===== src/rtl/keypad4x4_emu_if.sv =====
// keypad4x4_emu_if: press-request handshake between a test sequencer and the keypad emulator.
interface keypad4x4_emu_if;
   logic        start;
   logic [3:0]  key_pos;
   logic [15:0] hold_cycles;
   logic        busy;
   logic        done;
   modport master (output start, key_pos, hold_cycles, input busy, done);
   modport slave  (input start, key_pos, hold_cycles, output busy, done);
endinterface


===== src/rtl/keypad4x4_emu.sv =====
// keypad4x4_emu: emulates one bouncing key contact of a 4x4 matrix keypad on the scanner's row/col pins.
module keypad4x4_emu #(
   parameter int BOUNCE_CYCLES = 8,
   parameter int TOGGLE_CYCLES = 2
) (
   input  logic                  clk,
   input  logic                  rst,
   input  logic [3:0]            col,
   output logic [3:0]            row,
   keypad4x4_emu_if.slave        req
);
   typedef enum logic [1:0] {IDLE, BOUNCE_IN, HOLD, BOUNCE_OUT} state_t;
   localparam logic [15:0] BLEN = 16'(BOUNCE_CYCLES);
   localparam logic [15:0] TLEN = 16'(TOGGLE_CYCLES);
   state_t      state_q, state_d;
   logic [3:0]  pos_q, pos_d;
   logic [15:0] hold_q, hold_d, cnt_q, cnt_d, tog_q, tog_d;
   logic        contact_q, contact_d, done_q, done_d;
   // contact_d always reflects the next cycle's phase position so row tracks the schedule with no lag
   always_comb begin
      state_d   = state_q;
      pos_d     = pos_q;
      hold_d    = hold_q;
      cnt_d     = cnt_q - 16'd1;
      tog_d     = (tog_q == 16'd1) ? TLEN : tog_q - 16'd1;
      contact_d = (tog_q == 16'd1) ? ~contact_q : contact_q;
      done_d    = 1'b0;
      case (state_q)
         IDLE: begin
            cnt_d     = cnt_q;
            tog_d     = TLEN;
            contact_d = req.start;
            if (req.start) begin
               pos_d   = req.key_pos;
               hold_d  = (req.hold_cycles == 16'd0) ? 16'd1 : req.hold_cycles;
               state_d = (BLEN == 16'd0) ? HOLD : BOUNCE_IN;
               cnt_d   = (BLEN == 16'd0) ? hold_d : BLEN;
            end
         end
         BOUNCE_IN: if (cnt_q == 16'd1) begin
            state_d   = HOLD;
            cnt_d     = hold_q;
            contact_d = 1'b1;
         end
         HOLD: begin
            contact_d = 1'b1;
            if (cnt_q == 16'd1) begin
               state_d   = (BLEN == 16'd0) ? IDLE : BOUNCE_OUT;
               cnt_d     = BLEN;
               tog_d     = TLEN;
               contact_d = 1'b0;
               done_d    = (BLEN == 16'd0);
            end
         end
         BOUNCE_OUT: if (cnt_q == 16'd1) begin
            state_d   = IDLE;
            contact_d = 1'b0;
            done_d    = 1'b1;
         end
         default: state_d = IDLE;
      endcase
   end
   always_ff @(posedge clk) begin
      if (rst) begin
         state_q   <= IDLE;
         pos_q     <= '0;
         hold_q    <= '0;
         cnt_q     <= '0;
         tog_q     <= '0;
         contact_q <= 1'b0;
         done_q    <= 1'b0;
      end else begin
         state_q   <= state_d;
         pos_q     <= pos_d;
         hold_q    <= hold_d;
         cnt_q     <= cnt_d;
         tog_q     <= tog_d;
         contact_q <= contact_d;
         done_q    <= done_d;
      end
   end
   always_comb begin
      row = 4'hF;
      if (contact_q && !col[pos_q[1:0]]) row[pos_q[3:2]] = 1'b0;
   end
   assign req.busy = (state_q != IDLE);
   assign req.done = done_q;
endmodule


===== src/flat_wrapper.sv =====
// flat-port wrapper written by rule: the top's interface ports become plain ports
module keypad4x4_emu_flat 
#(
   parameter int BOUNCE_CYCLES = 8,
   parameter int TOGGLE_CYCLES = 2
)
  (clk, rst, col, row, req_start, req_key_pos, req_hold_cycles, req_busy, req_done);
  keypad4x4_emu_if req_i ();
  input  logic clk;
  input  logic rst;
  input  logic [3:0] col;
  output logic [3:0] row;
  input wire logic [$bits(req_i.start)-1:0] req_start;
  input wire logic [$bits(req_i.key_pos)-1:0] req_key_pos;
  input wire logic [$bits(req_i.hold_cycles)-1:0] req_hold_cycles;
  output wire logic [$bits(req_i.busy)-1:0] req_busy;
  output wire logic [$bits(req_i.done)-1:0] req_done;
  assign req_i.start = req_start;
  assign req_i.key_pos = req_key_pos;
  assign req_i.hold_cycles = req_hold_cycles;
  assign req_busy = req_i.busy;
  assign req_done = req_i.done;
  keypad4x4_emu #(.BOUNCE_CYCLES(BOUNCE_CYCLES), .TOGGLE_CYCLES(TOGGLE_CYCLES)) u_core (.clk(clk), .rst(rst), .col(col), .row(row), .req(req_i));
endmodule

===== config.mk =====
export PLATFORM = sky130hd
export DESIGN_NAME = keypad4x4_emu_flat
export DESIGN_NICKNAME = d
export VERILOG_FILES = /design/src/rtl/keypad4x4_emu_if.sv /design/src/rtl/keypad4x4_emu.sv /design/src/flat_wrapper.sv
export SDC_FILE = /design/constraint.sdc
export NUM_CORES = 1
export LEC_CHECK = 0
export CAP_MARGIN = 20
export CORE_ASPECT_RATIO = 0.7
export CORE_MARGIN = 2
export CORE_UTILIZATION = 35
export DETAILED_ROUTE_END_ITERATION = 10
export GPL_TIMING_DRIVEN = 0
export PLACE_DENSITY = 0.65
export RECOVER_POWER = 50
export SLEW_MARGIN = 30
export SYNTH_ARGS = -nofsm -noshare
export SYNTH_HDL_FRONTEND = slang
export SYNTH_SLANG_ARGS = --single-unit

===== constraint.sdc =====
create_clock -name clk -period 4.5 [get_ports clk]
set_input_delay 0.9 -clock clk [delete_from_list [all_inputs] [get_ports clk]]
set_output_delay 0.9 -clock clk [all_outputs]
set_load 0.02 [all_outputs]

**After elaboration in Yosys (flattened, before gate mapping)**

Index checks and enable logic that the tools add are counted.

- Add/subtract/negate cells: 2
- Order comparisons: 3
- Mux-type cells: 24
- Equal/unequal tests: 9
- Reduce and logical (&&, ||, !) cells: 9
- Bitwise operators: 3

Operator list:

| operator | count |
|---|---|
| two-way mux 16 bit | 6 |
| one-hot mux 16 bit (3 select lines) | 1 |
| == test 16 x 1 -> 1 bit (second input constant) | 2 |
| one-hot mux 16 bit (2 select lines) | 1 |
| subtractor 16 x 1 -> 16 bit (second input constant) | 2 |
| logical NOT 16 bit | 1 |
| two-way mux 2 bit | 4 |
| one-hot mux 2 bit (4 select lines) | 1 |
| two-way mux 1 bit | 7 |
| < comparator 2 x 3 -> 1 bit (second input constant) | 2 |
| != test 2 x 1 -> 1 bit (second input constant) | 3 |
| == test 2 bit (second input constant) | 2 |
| two-way mux 4 bit | 1 |
| inverter 4 bit | 1 |
| one-hot mux 1 bit (4 select lines) | 1 |
| AND reduction 4 bit | 1 |
| binary-select mux 1 bit (select 2 bit) | 1 |
| demux 1 bit (select 2 bit) | 1 |
| == test 2 x 1 -> 1 bit (second input constant) | 1 |
| >= comparator 2 x 1 -> 1 bit (second input constant) | 1 |
| logical AND 1 bit | 2 |
| logical NOT 2 bit | 1 |
| != test 2 bit (second input constant) | 1 |
| inverter 1 bit | 2 |
| other kinds (4) | 4 |

- Output and inout bits: 6
- Logic and storage cells: 57
- Register bits: 56
- Bits of input ports: 27

**Logic depth before layout (Yosys ltp)**

Gate-level depths: netlist of run 1.

- Depth after elaboration: 6
- Gate-level depth with buffers: 9
- Mapped depth without buffers: 7

**Least setup slack after synthesis of run 1**

OpenSTA, ideal clock, no wires.

- Path type: input to output
- Start: input port col[3]
- End: output port row[0]
- Data required time: 3,600 ps
- Slack: 1,765 ps
- Buffers on the path: 0
- Arrival time: 1,835 ps
- Cell stages on the path: 4
- Path through: mux4_2 -> nor2b_1 -> nor2b_1 -> nand2b_1

- Word-level cells in the longest chain between the ends: 5

RTL lines:

| what | line | RTL |
|---|---|---|
| start, declared | flat_wrapper.sv:11 | `input logic [3:0] col;` |
| binary-select mux 1 bit (select 2 bit) | keypad4x4_emu.sv:84 | `if (contact_q && !col[pos_q[1:0]]) row[pos_q[3:2]] = 1'b0;` |
| two-way mux 1 bit (implied by the code) | keypad4x4_emu.sv:84 |  |
| logical NOT 1 bit | keypad4x4_emu.sv:84 |  |
| logical AND 1 bit | keypad4x4_emu.sv:84 |  |
| two-way mux 4 bit | keypad4x4_emu.sv:84 |  |
| end, declared | flat_wrapper.sv:12 | `output logic [3:0] row;` |

No other way between the ends. The select of a mux whose other input is x is not followed.

**Worst setup path in the final report of run 1**

Same ends and word-level chain as after synthesis.

==> impl_metrics.tcl, run 1 <==
set metrics [dict create \
    status "finished clean" \
    drcViolationCount 0 \
    post-cts-setup-buffers 0 \
    die_x_um 110 \
    r2r_setup_slack_ps 1860 \
    synth_flop_cell "dfxtp_1" \
    dpl-instance-area_um2 3210 \
    worstPathMaxFanout 3 \
    power.density_nw_per_um2 904 \
    syn_area_um2 2770 \
    dieArea_um2 8650 \
    dr.pass1.iters 5 \
    cts_tree "done" \
    tightest_slew_ps 696 \
    num-fill-cells 774 \
    ir_drop_mv 0.330 \
    max_stage_delay_ps 550 \
    rr_startpoint "u_core.cnt_q[1]" \
    seq_area_frac_synth 0.405 \
    p_total_mw 3.07 \
    grt_max_degree 19 \
    coreArea_um2 7770 \
    gr-usage-met3 0.0324 \
    drive_gt1_frac 0.0591 \
    portBuffers 31 \
    critPathSlowestCell "clkdlybuf4s50_1" \
    r2r-end "u_core.cnt_q[4]" \
    endpoint "row[0]" \
    timing.final.max_slew_violations 0 \
    met1_usage 0.268 \
    required_ps 3600 \
    hold_path.class "flip-flop to flip-flop" \
    grt_pass1_wl_um 11500 \
    crit_family "buffers and inverters" \
    holdPathStages 2 \
    hold_buffers 0 \
    cts_buffer_depth 2 \
    crit_buf_inv 2 \
    numCtsBuffers 5 \
    slew_headroom 0.529 \
    hold-worst-slack_ps 464 \
    layout_common_cells "dfxtp_1, nand2_1, a21oi_1" \
    worstSetupStartpointType "primary input" \
    wl_per_cell_um 14.1 \
    synth_cell_types 49 \
    use_met2 0.226 \
    syn-instance-count 333 \
    synth.yosys.warnings 0 \
    ant_nets 0 \
    path_clk_slew_ps 70 \
    fmax_ghz 0.272 \
    cts_root_buf "clkbuf_16" \
    via_per_inst 5.29 \
    rr_worst_depth 8 \
    syn_avg_cell_area_um2 8.32 \
    antenna_found_initial 0 \
    final.setup.tns_ps 0 \
    vias 2501 \
    worstPathCellList "clkdlybuf4s50_1, mux4_2, nor2b_1, nor2b_1, nand2b_1, clkdlybuf4s50_1" \
    num_rows 27 \
    io_pins 33 \
    place.gp.congestion 0.865 \
    cp.arrival_ps 2780 \
    critical_path_class "primary input to output pin" \
    end_kind "output pin" \
    h-tree-depth 2 \
    cts_resized 0 \
    antenna_cells 0 \
    track_usage 0.169 \
    drv_cap 0 \
    finalCritPeriodShare 0.818 \
    globalRouteOverflowTotal 0 \
    busiest_layer "met1" \
    drt_iter0_drc 162 \
    grt_pass1_vias 2376 \
    die_y_um 78.4 \
    syn-num-nets 368 \
    synth_edf_count 0 \
    cp_num_cells 6 \
    power_leakage_nw 1.27 \
    clock-sinks 56 \
    drt-total-wl_um 6670 \
    start_util 0.356 \
    synth_seq_cells 56 \
    async_flop_share 0 \
    fin_crit_ps 3680 \
    hold_viol 0 \
    fin_area_um2 3390 \
    setup_viol 0 \
    final_common_cell "dfxtp_1" \
    fin_nets 406 \
    startpoint "col[3]" \
    area_growth_pct 22.5 \
    fin_util 0.437 \
    dp_hpwl_um 5040 \
    clock_skew_ps 7.67 \
    insertion_delay_ps 290 \
    rsz0062_at_grt "no" \
]
-- flip-flops by register name, indices dropped and copies added, names as in the netlist --
signal            cells
u_core.req.done       1
u_core.contact_q      1
u_core.hold_q        16
u_core.pos_q          4
u_core.cnt_q         16
u_core.state_q        2
u_core.tog_q         16
-- Yosys cell counts, drive strengths merged, types with 8 or more instances --
cell | instances | area (um2)
dfxtp | 56 | 1120
nor2 | 30 | 113
a21oi | 36 | 191
inv | 13 | 48.8
o31ai | 9 | 67.6
nor3 | 10 | 50.1
nor4 | 9 | 71.3
ha | 8 | 100
clkbuf | 8 | 31.3
xnor2 | 8 | 70.1
o22ai | 10 | 62.6
nand2 | 54 | 205
-- layout make-up --
cell class	instances	area, um2	area share
sequential	56	1120	0.330
clock inverter	3	68.8	0.0203
buffer	15	73.8	0.0218
timing repair buffer	31	310	0.0914
tap	101	126	0.0372
multi-input combinational	249	1520	0.448
clock buffer	5	125	0.0369
inverter	13	48.8	0.0144
-- worst min-delay path by stage --
stage,startpoint,endpoint,slack (ps)
2_1_floorplan,u_core.hold_q[3],u_core.hold_q[3],430
3_3_place_gp,u_core.hold_q[9],u_core.hold_q[9],450
3_5_place_dp,u_core.hold_q[11],u_core.hold_q[11],460
4_1_cts,u_core.hold_q[11],u_core.hold_q[11],470
5_1_grt,u_core.hold_q[12],u_core.hold_q[12],500
6_report,u_core.hold_q[8],u_core.hold_q[8],460
-- worst reg2reg max path: cells and delay by family, from the launching register on --
| kind | cells | cell delay, ps |
|---|---|---|
| simple gates | 2 | 810 |
| compound gates | 3 | 880 |
| buf+inv | 2 | 350 |
| flops | 1 | 350 |
| fa+ha+maj | 1 | 140 |
-- logic make-up (layout without fill, tap and decap cells) --
| kind of cell | after synthesis | count (layout) | synth area share |
|---|---|---|---|
| AO/OA/AOI/OAI | 81 | 81 | 0.186 |
| AND/OR/NAND/NOR | 140 | 140 | 0.257 |
| flip-flops | 56 | 56 | 0.405 |
| adder cells (fa/ha/maj) | 8 | 8 | 0.0362 |
| buffers and inverters | 28 | 67 | 0.0452 |
| XOR/XNOR | 13 | 13 | 0.0411 |
| multiplexers | 7 | 7 | 0.0298 |
-- metrics by stage --
| stage | setup slack [ps] | instances |
|---|---|---|
| 2_1_floorplan | 1760 | 333 |
| 3_3_place_gp | 860 | 465 |
| 3_5_place_dp | 800 | 465 |
| 4_1_cts | 793 | 473 |
| 5_1_grt | 703 | 473 |
| 6_report | 818 | 473 |
-- per-layer routing --
metal  up-vias  wire (um)
met4         0         36
met2        72       2640
li1       1265          -
met1      1160       3500
met5         -          0
met3         4        492
-- power breakdown --
group	total, mW	leakage (nW)	switching [mW]	internal (mW)
registers	0.836	0.458	0.167	0.669
clock network	0.505	0.0944	0.184	0.321
logic	1.73	0.720	1.00	0.726
total	3.07	1.27	1.35	1.72
No activity file was read; power rests on OpenSTA's default activity.
==> inputs of run 2 (changes only) <==
--- a/config.mk
+++ b/config.mk
@@ -11,7 +11,7 @@
 export CORE_UTILIZATION = 35
 export DETAILED_ROUTE_END_ITERATION = 10
 export GPL_TIMING_DRIVEN = 0
-export PLACE_DENSITY = 0.65
+export PLACE_DENSITY = 0.67
 export RECOVER_POWER = 50
 export SLEW_MARGIN = 30
 export SYNTH_ARGS = -nofsm -noshare
==> constraint.sdc (replaced) <==
create_clock -name clk -period 3.1 [get_ports clk]
set_input_delay 0.62 -clock clk [delete_from_list [all_inputs] [get_ports clk]]
set_output_delay 0.62 -clock clk [all_outputs]
set_load 0.02 [all_outputs]
==> run 2 against run 1 <==
Clock-buffer cell count did not move. Register-to-register slack got worse by 1500 ps. Cell count did not move. Global-route usage rose by 0.12 points. Combinational power rose by 46%. Highest routed layer unchanged. Critical path depth fell by 1. Die area did not move. Non-clock buffer count did not move. Sequential share of layout area rose by 0.43 points. Utilization fell by 0.56 points. Sequential power rose by 46%.
==> impl_metrics.tcl, run 2 (synthesis results as in run 1) <==
set metrics [dict create \
    portBuffers 31 \
    vias 2545 \
    hold_path.class "flip-flop to flip-flop" \
    antenna_found_initial 0 \
    antenna_cells 0 \
    num-fill-cells 799 \
    track_usage 0.170 \
    fin_nets 406 \
    rsz0062_at_grt "no" \
    die_y_um 78.4 \
    fin_area_um2 3350 \
    hold-worst-slack_ps 451 \
    ir_drop_mv 0.581 \
    place.gp.congestion 0.872 \
    critical_path_class "primary input to output pin" \
    clock-sinks 56 \
    worstPathMaxFanout 3 \
    cts_tree "done" \
    hold_viol 0 \
    drt_iter0_drc 242 \
    area_growth_pct 21.0 \
    ant_nets 0 \
    grt_max_degree 20 \
    final_common_cell "dfxtp_1" \
    max_stage_delay_ps 540 \
    insertion_delay_ps 290 \
    critPathSlowestCell "clkdlybuf4s50_1" \
    multi_input_area_um2 1520 \
    setup_viol 0 \
    drv_cap 0 \
    tightest_slew_ps 747 \
    cts_buffer_depth 2 \
    io_pins 33 \
    dp_hpwl_um 5100 \
    cts_root_buf "clkbuf_16" \
    worstSetupStartpointType "primary input" \
    num_rows 27 \
    coreArea_um2 7770 \
    status "finished clean" \
    clkPwrFrac 0.134 \
    required_ps 2480 \
    drive_gt1_frac 0.0591 \
    globalRouteOverflowTotal 0 \
    layout_common_cells "dfxtp_1, nand2_1, a21oi_1" \
    worstPathCellList "clkdlybuf4s50_1, mux4_2, nor2b_1, nand3_1, clkdlybuf4s50_1" \
    start_util 0.356 \
    top_regs "u_core.cnt_q (16), u_core.hold_q (16), u_core.tog_q (16)" \
    p_total_mw 4.32 \
    h-tree-depth 2 \
    grt_pass1_vias 2386 \
    dr.pass1.iters 5 \
    fin_crit_ps 2940 \
    rr_startpoint "u_core.cnt_q[0]" \
    drt-total-wl_um 6710 \
    power.density_nw_per_um2 1290 \
    power_leakage_nw 1.25 \
    dpl-instance-area_um2 3210 \
    area.sequential_um2 1120 \
    swShare 0.461 \
    intPower_mw 2.33 \
    startpoint "col[3]" \
    p_switching_mw 1.99 \
    hp-start "u_core.hold_q[4]" \
    finalCritPeriodShare 0.950 \
    fmax_ghz 0.340 \
    path_clk_slew_ps 70 \
    post-cts-setup-buffers 0 \
    end_kind "output pin" \
    timing.final.max_slew_violations 0 \
    grt_pass1_wl_um 11600 \
    via_per_inst 5.38 \
    clock_skew_ps 3.94 \
    p_seq_frac 0.282 \
    drcViolationCount 0 \
    cp.arrival_ps 2320 \
    numCtsBuffers 5 \
    crit_family "buffers and inverters" \
    wl_per_cell_um 14.2 \
    slew_headroom 0.495 \
    crit_buf_inv 2 \
    power_frac_comb 0.583 \
    crit_top_cell "clkdlybuf4s50_1" \
    die_x_um 110 \
    dieArea_um2 8650 \
]
-- run 2: repair_timing --
| action | CTS | global route |
|---|---|---|
| resized for setup | 2 | 0 |
| hold buffers | 0 | 0 |
| endpoints found under the setup margin | 2 | 0 |
-- run 2: worst paths after layout --
path / slack [ps] / depth (start not counted) / to
setup / recovery: 160 / 5 / row[3]
hold / removal: 450 / 2 / u_core.hold_q[4]
setup reg to reg: 400 / 7 / u_core.cnt_q[4]
hold reg to reg: 450 / 2 / u_core.hold_q[4]
-- run 2: metrics by stage --
| step | utilization | TNS (ps) | instances | setup slack, ps |
|---|---|---|---|---|
| 6_report | 0.431 | 0 | 473 | 155 |
| 5_1_grt | 0.431 | 0 | 473 | 34.3 |
| 4_1_cts | 0.432 | 0 | 473 | 142 |
| 3_5_place_dp | 0.413 | -22.7 | 465 | -12.8 |
| 3_3_place_gp | 0.413 | 0 | 465 | 16.3 |
| 2_1_floorplan | - | 0 | 333 | 925 |
-- run 2: routing by layer --
layer / track usage / share of wire / up-vias
met3: 0.0415 / 0.069 / 5
met4: 0.0350 / 0.0082 / 0
met1: 0.266 / 0.53 / 1190
met5: 0 / 0 / -
met2: 0.233 / 0.39 / 83
li1: - / - / 1267
-- run 2: tightest hold or removal path, delay by kind of cell (launching register included) --
kind	cells	cell delay (ps)
DFF	1	310
AOI/OAI and AO/OA	1	50
and+or+nand+nor	1	50
-- run 2: layout make-up --
type,count,share of cell area
plain buffers,15,0.0220
clock buffers,5,0.0374
clock inverters,3,0.00822
inverters,13,0.0146
multi-input cells,249,0.453
flip-flops and latches,56,0.335
well taps,101,0.0377
repair buffers,31,0.0919
-- run 2: power by group through the flow --
stage | Clock, mW | Sequential, mW | Combinational, mW
after floorplan | 0 | 1.16 | 2.01
after global placement | 0 | 1.22 | 2.44
after detailed placement | 0 | 1.23 | 2.50
after CTS | 0.593 | 1.22 | 2.52
after global routing | 0.627 | 1.25 | 2.85
final | 0.581 | 1.22 | 2.52
==> inputs of run 3 (changes only) <==
--- a/config.mk
+++ b/config.mk
@@ -11,7 +11,8 @@
 export CORE_UTILIZATION = 35
 export DETAILED_ROUTE_END_ITERATION = 10
 export GPL_TIMING_DRIVEN = 0
-export PLACE_DENSITY = 0.67
+export HOLD_SLACK_MARGIN = 0.06
+export PLACE_DENSITY = 0.65
 export RECOVER_POWER = 50
 export SLEW_MARGIN = 30
 export SYNTH_ARGS = -nofsm -noshare
==> constraint.sdc (replaced) <==
create_clock -name clk -period 3.25 [get_ports clk]
set_input_delay 0.65 -clock clk [delete_from_list [all_inputs] [get_ports clk]]
set_output_delay 0.65 -clock clk [all_outputs]
set_load 0.02 [all_outputs]
==> run 3 against run 2 <==
Clock skew up 3.6 ps. Clock-buffer cell count unchanged. Critical path depth up 1. Wire length down 0.58%. Cell count unchanged. Sequential cell count unchanged. Global-route usage down 0.12 points. Die area unchanged. Largest power group unchanged.
==> impl_metrics.tcl, run 3 (synthesis results as in run 1) <==
set metrics [dict create \
    p_total_mw 4.26 \
    area_growth_pct 22.6 \
    fmax_ghz 0.318 \
    start_util 0.356 \
    clock-sinks 56 \
    swShare 0.441 \
    tightest_slew_ps 696 \
    antenna_cells 0 \
    required_ps 2600 \
    num-fill-cells 773 \
    path_clk_slew_ps 80 \
    coreArea_um2 7770 \
    post-cts-setup-buffers 0 \
    top_regs "u_core.cnt_q (16), u_core.hold_q (16), u_core.tog_q (16)" \
    die_y_um 78.4 \
    num_rows 27 \
    fin_area_um2 3400 \
    ir_drop_mv 0.460 \
    power_frac_comb 0.564 \
    power_leakage_nw 1.27 \
    worstSetupStartpointType "primary input" \
    grt_pass1_wl_um 11500 \
    ant_nets 0 \
    p_switching_mw 1.88 \
    hold_viol 0 \
    end_kind "output pin" \
    finalCritPeriodShare 0.967 \
    insertion_delay_ps 300 \
    hold_path.class "flip-flop to flip-flop" \
    status "finished clean" \
    p_seq_frac 0.272 \
    dpl-instance-area_um2 3210 \
    die_x_um 110 \
    drv_cap 0 \
    critical_path_class "primary input to output pin" \
    intPower_mw 2.38 \
    numCtsBuffers 5 \
    portBuffers 31 \
    final_common_cell "dfxtp_1" \
    globalRouteOverflowTotal 0 \
    via_per_inst 5.30 \
    grt_max_degree 19 \
    cts_tree "done" \
    setup_viol 0 \
    wl_per_cell_um 14.1 \
    dr.pass1.iters 4 \
    timing.final.max_slew_violations 0 \
    worstPathMaxFanout 3 \
    layout_common_cells "dfxtp_1, nand2_1, a21oi_1" \
    fin_crit_ps 3140 \
    final.setup.tns_ps 0 \
    h-tree-depth 2 \
    cp.arrival_ps 2490 \
    drt-total-wl_um 6670 \
    clkPwrFrac 0.164 \
    dp_hpwl_um 5040 \
    rsz0062_at_grt "no" \
    antenna_found_initial 0 \
    grt_pass1_vias 2376 \
    power.density_nw_per_um2 1250 \
    slew_headroom 0.530 \
    cts_root_buf "clkbuf_16" \
    cts_buffer_depth 2 \
    drive_gt1_frac 0.0618 \
    io_pins 33 \
    place.gp.congestion 0.865 \
    clock_skew_ps 7.50 \
    drt_iter0_drc 163 \
    track_usage 0.169 \
    dieArea_um2 8650 \
    vias 2507 \
    fin_nets 406 \
    drcViolationCount 0 \
]
==> run 3: layout make-up <==
class	instances	area, um2	share of cell area
sequential	56	1120	0.330
inverter	13	48.8	0.0144
multi-input combinational	249	1520	0.448
buffer	15	73.8	0.0217
timing repair buffer	31	310	0.0914
clock buffer	5	125	0.0368
tap	101	126	0.0372
clock inverter	3	68.8	0.0203
==> run 3: path summary, 6_finish.rpt <==
path	start	to	slack, ps	depth (start not counted)
worst min-delay path	u_core.hold_q[11]	u_core.hold_q[11]	470	2
worst max register to register	u_core.cnt_q[1]	u_core.cnt_q[4]	610	8
worst max-delay path	col[3]	row[0]	110	6
worst min register to register	u_core.hold_q[11]	u_core.hold_q[11]	470	2
==> run 3: worst max-delay path, cell delays in order <==
cell             delay, ps
clkdlybuf4s50_1        400
mux4_2                 470
nor2b_2                160
nor2b_1                190
nand2b_1                70
clkdlybuf4s50_1        550
==> run 3: stage by stage <==
stage | cells | hold WS [ps] | utilization | worst slack (ps)
2_1_floorplan | 333 | 431 | - | 1010
4_1_cts | 473 | 467 | 0.438 | 43.3
5_1_grt | 473 | 497 | 0.437 | 35.2
3_5_place_dp | 465 | 456 | 0.413 | 50.1
3_3_place_gp | 465 | 449 | 0.413 | 110
6_report | 473 | 467 | 0.437 | 107
==> run 3: power by group through the flow <==
stage	Combinational (mW)	Sequential, mW	Clock (mW)
5_1_grt	2.69	1.20	0.746
6_report	2.40	1.16	0.700
3_5_place_dp	2.38	1.17	0
3_3_place_gp	2.33	1.16	0
2_1_floorplan	1.92	1.11	0
4_1_cts	2.40	1.16	0.713
==> run 3: routing by layer <==
metal / track usage / wire [um] / up-vias
met3: 0.0324 / 461 / 4
li1: - / - / 1264
met2: 0.226 / 2650 / 68
met4: 0.0475 / 38 / 0
met5: 0 / 0 / -
met1: 0.268 / 3520 / 1171
==> run 3: repair_timing <==
| item | 4_1_cts | 5_1_grt |
|---|---|---|
| hold buffers | 0 | 0 |
| gates resized for setup | 0 | 1 |
| setup endpoints to repair | 0 | 2 |
==> RTL change: new RTL, config.mk and constraints of run 2 <==
`hold_q` no longer has a reset.
--- a/src/rtl/keypad4x4_emu.sv
+++ b/src/rtl/keypad4x4_emu.sv
@@ -64,7 +64,6 @@
       if (rst) begin
          state_q   <= IDLE;
          pos_q     <= '0;
-         hold_q    <= '0;
          cnt_q     <= '0;
          tog_q     <= '0;
          contact_q <= 1'b0;
@@ -72,12 +71,15 @@
       end else begin
          state_q   <= state_d;
          pos_q     <= pos_d;
-         hold_q    <= hold_d;
          cnt_q     <= cnt_d;
          tog_q     <= tog_d;
          contact_q <= contact_d;
          done_q    <= done_d;
       end
+   end
+
+   always_ff @(posedge clk) begin
+      hold_q <= hold_d;
    end
    always_comb begin
       row = 4'hF;
Function: no difference found for any inputs over 10 cycles, from zero or initial values and one cycle with rst high; that may be too few to reach the edited logic, so the function may still have changed.
==> RTL change against run 2 <==
Setup slack lost 26 ps; combinational power shrank 8.7%; first-iteration DRC count shrank 45%; synthesized area grew 1.4%; sequential cell count is the same; design area grew 1.3%; core utilization grew 0.19 points; wire length shrank 6.0%; hold slack gained 16 ps; total power shrank 4.1%.
==> RTL change: results <==
export IMPL_drt_pass1_iter_count=4
export IMPL_worstSkewPairLatency_ps=290
export IMPL_grt_usage=0.147
export IMPL_place_gp_congestion=0.920
export IMPL_synth_edf_count=16
export IMPL_synth_commonest_cells="dfxtp_1 (40), nor2_1 (31), clkbuf_1 (20)"
export IMPL_first_global_vias=2192
export IMPL_yosysSeqAreaShare=0.456
export IMPL_dp_hpwl_um=4730
export IMPL_path_max_fanout=3
export IMPL_status="finished clean"
export IMPL_drive_gt1_frac=0.0587
export IMPL_cts_path_max_buffers=2
export IMPL_antenna_found_initial=0
export IMPL_via_per_inst=5.28
export IMPL_worstPathArrival_ps=2350
export IMPL_dpl_cell_count=434
export IMPL_slew_headroom=0.337
export IMPL_grt_max_degree=21
export IMPL_skew_ps=4.77
export IMPL_wirelength_um=6310
export IMPL_netlist_cell_type_count=53
export IMPL_post_cts_buffers=0
export IMPL_power_leakage_nw=1.34
export IMPL_drt_iter0_drc=133
export IMPL_grt_pass1_wl_um=10500
export IMPL_syn_instance_count=301
export IMPL_final_cells=442
export IMPL_num_nets_final=375
export IMPL_numCtsBuffers=5
export IMPL_portBuffers=32
export IMPL_vdd_drop_max_mv=0.345
export IMPL_slowest_delay_ps=540
export IMPL_ys_top_cells_by_area="dfxtp_1 (29%), edfxtp_1 (17%), mux2i_1 (4.3%)"
export IMPL_synth_warnings=0
export IMPL_syn_nets=336
export IMPL_synthArstFlopShare=0
## RTL change: changes by cell type after synthesis, sizes merged, moves of 5 or more
cell,change
nand2,-34
a21oi,-26
dfxtp,-16
edfxtp,+16
clkbuf,+12
o21ai,+8
o22ai,-8
o2bb2ai,+8
mux2i,+6
nor3,+5
nor4,+5
o31ai,-5
or3,+5
## RTL change: tightest hold or removal path, cell delays in order (launching register included)
cell	delay [ps]
dfxtp_1	310
o41ai_1	60
a21oi_1	60
## RTL change: worst paths after layout
path                                                   start  cells past startpoint                       endpoint  slack, ps
worst max-delay path                                  col[0]                      5                         row[1]        130
worst min-delay path             u_core.tog_q[10]$_SDFF_PP0_                      2    u_core.tog_q[10]$_SDFF_PP0_        470
worst max register to register  u_core.cnt_q[1]$_SDFFE_PP0N_                      8  u_core.cnt_q[10]$_SDFFE_PP0N_        230
worst min register to register   u_core.tog_q[10]$_SDFF_PP0_                      2    u_core.tog_q[10]$_SDFF_PP0_        470
## RTL change: per-stage QoR
| step | setup WS, ps | power (mW) | setup TNS, ps | util | cell area [µm²] |
|---|---|---|---|---|---|
| floorplan | 905 | 3.03 | 0 | - | 2810 |
| global placement | -13.0 | 3.49 | -25.6 | 0.415 | 3260 |
| detailed placement | -40.8 | 3.56 | -81.2 | 0.415 | 3260 |
| CTS | 116 | 4.15 | 0 | 0.434 | 3400 |
| global route | 14.8 | 4.48 | 0 | 0.433 | 3390 |
| finish | 130 | 4.14 | 0 | 0.433 | 3390 |
## RTL change: cell families after synthesis
group / share of synthesized area
and+or+nand+nor: 0.207
AOI/OAI and AO/OA: 0.154
DFF: 0.456
buffers and inverters: 0.0557
xor gates and xnor gates: 0.0405
muxes: 0.0508
adders and majority gates: 0.0356
## RTL change: timing repair
item | in CTS | in global routing
endpoints found under the setup margin | 2 | 0
hold buffers | 0 | 0
gates resized for setup | 2 | 0
## RTL change: layout make-up
class	instances	area, µm²
Buffer	25	100
Clock buffer	7	143
Clock inverter	1	6.26
Fill cell	770	4440
Inverter	15	56.3
Multi-Input combinational cell	205	1360
Sequential cell	56	1280
Tap cell	101	126
Timing Repair Buffer	32	318
## RTL change: report_power, final
| group | leakage [nW] | internal, mW | switching (mW) |
|---|---|---|---|
| clock network | 0.0744 | 0.323 | 0.258 |
| logic | 0.786 | 0.936 | 1.37 |
| registers | 0.479 | 1.03 | 0.235 |
| total | 1.34 | 2.29 | 1.86 |
## RTL change: routing by layer
metal  vias to the layer above  global-route usage  routed length [µm]
met2                        53               0.235                2730
met3                         7              0.0267                 312
met1                      1105               0.207                3200
li1                       1167                   -                   -
met4                         0              0.0420                  73
met5                         -                   0                   0
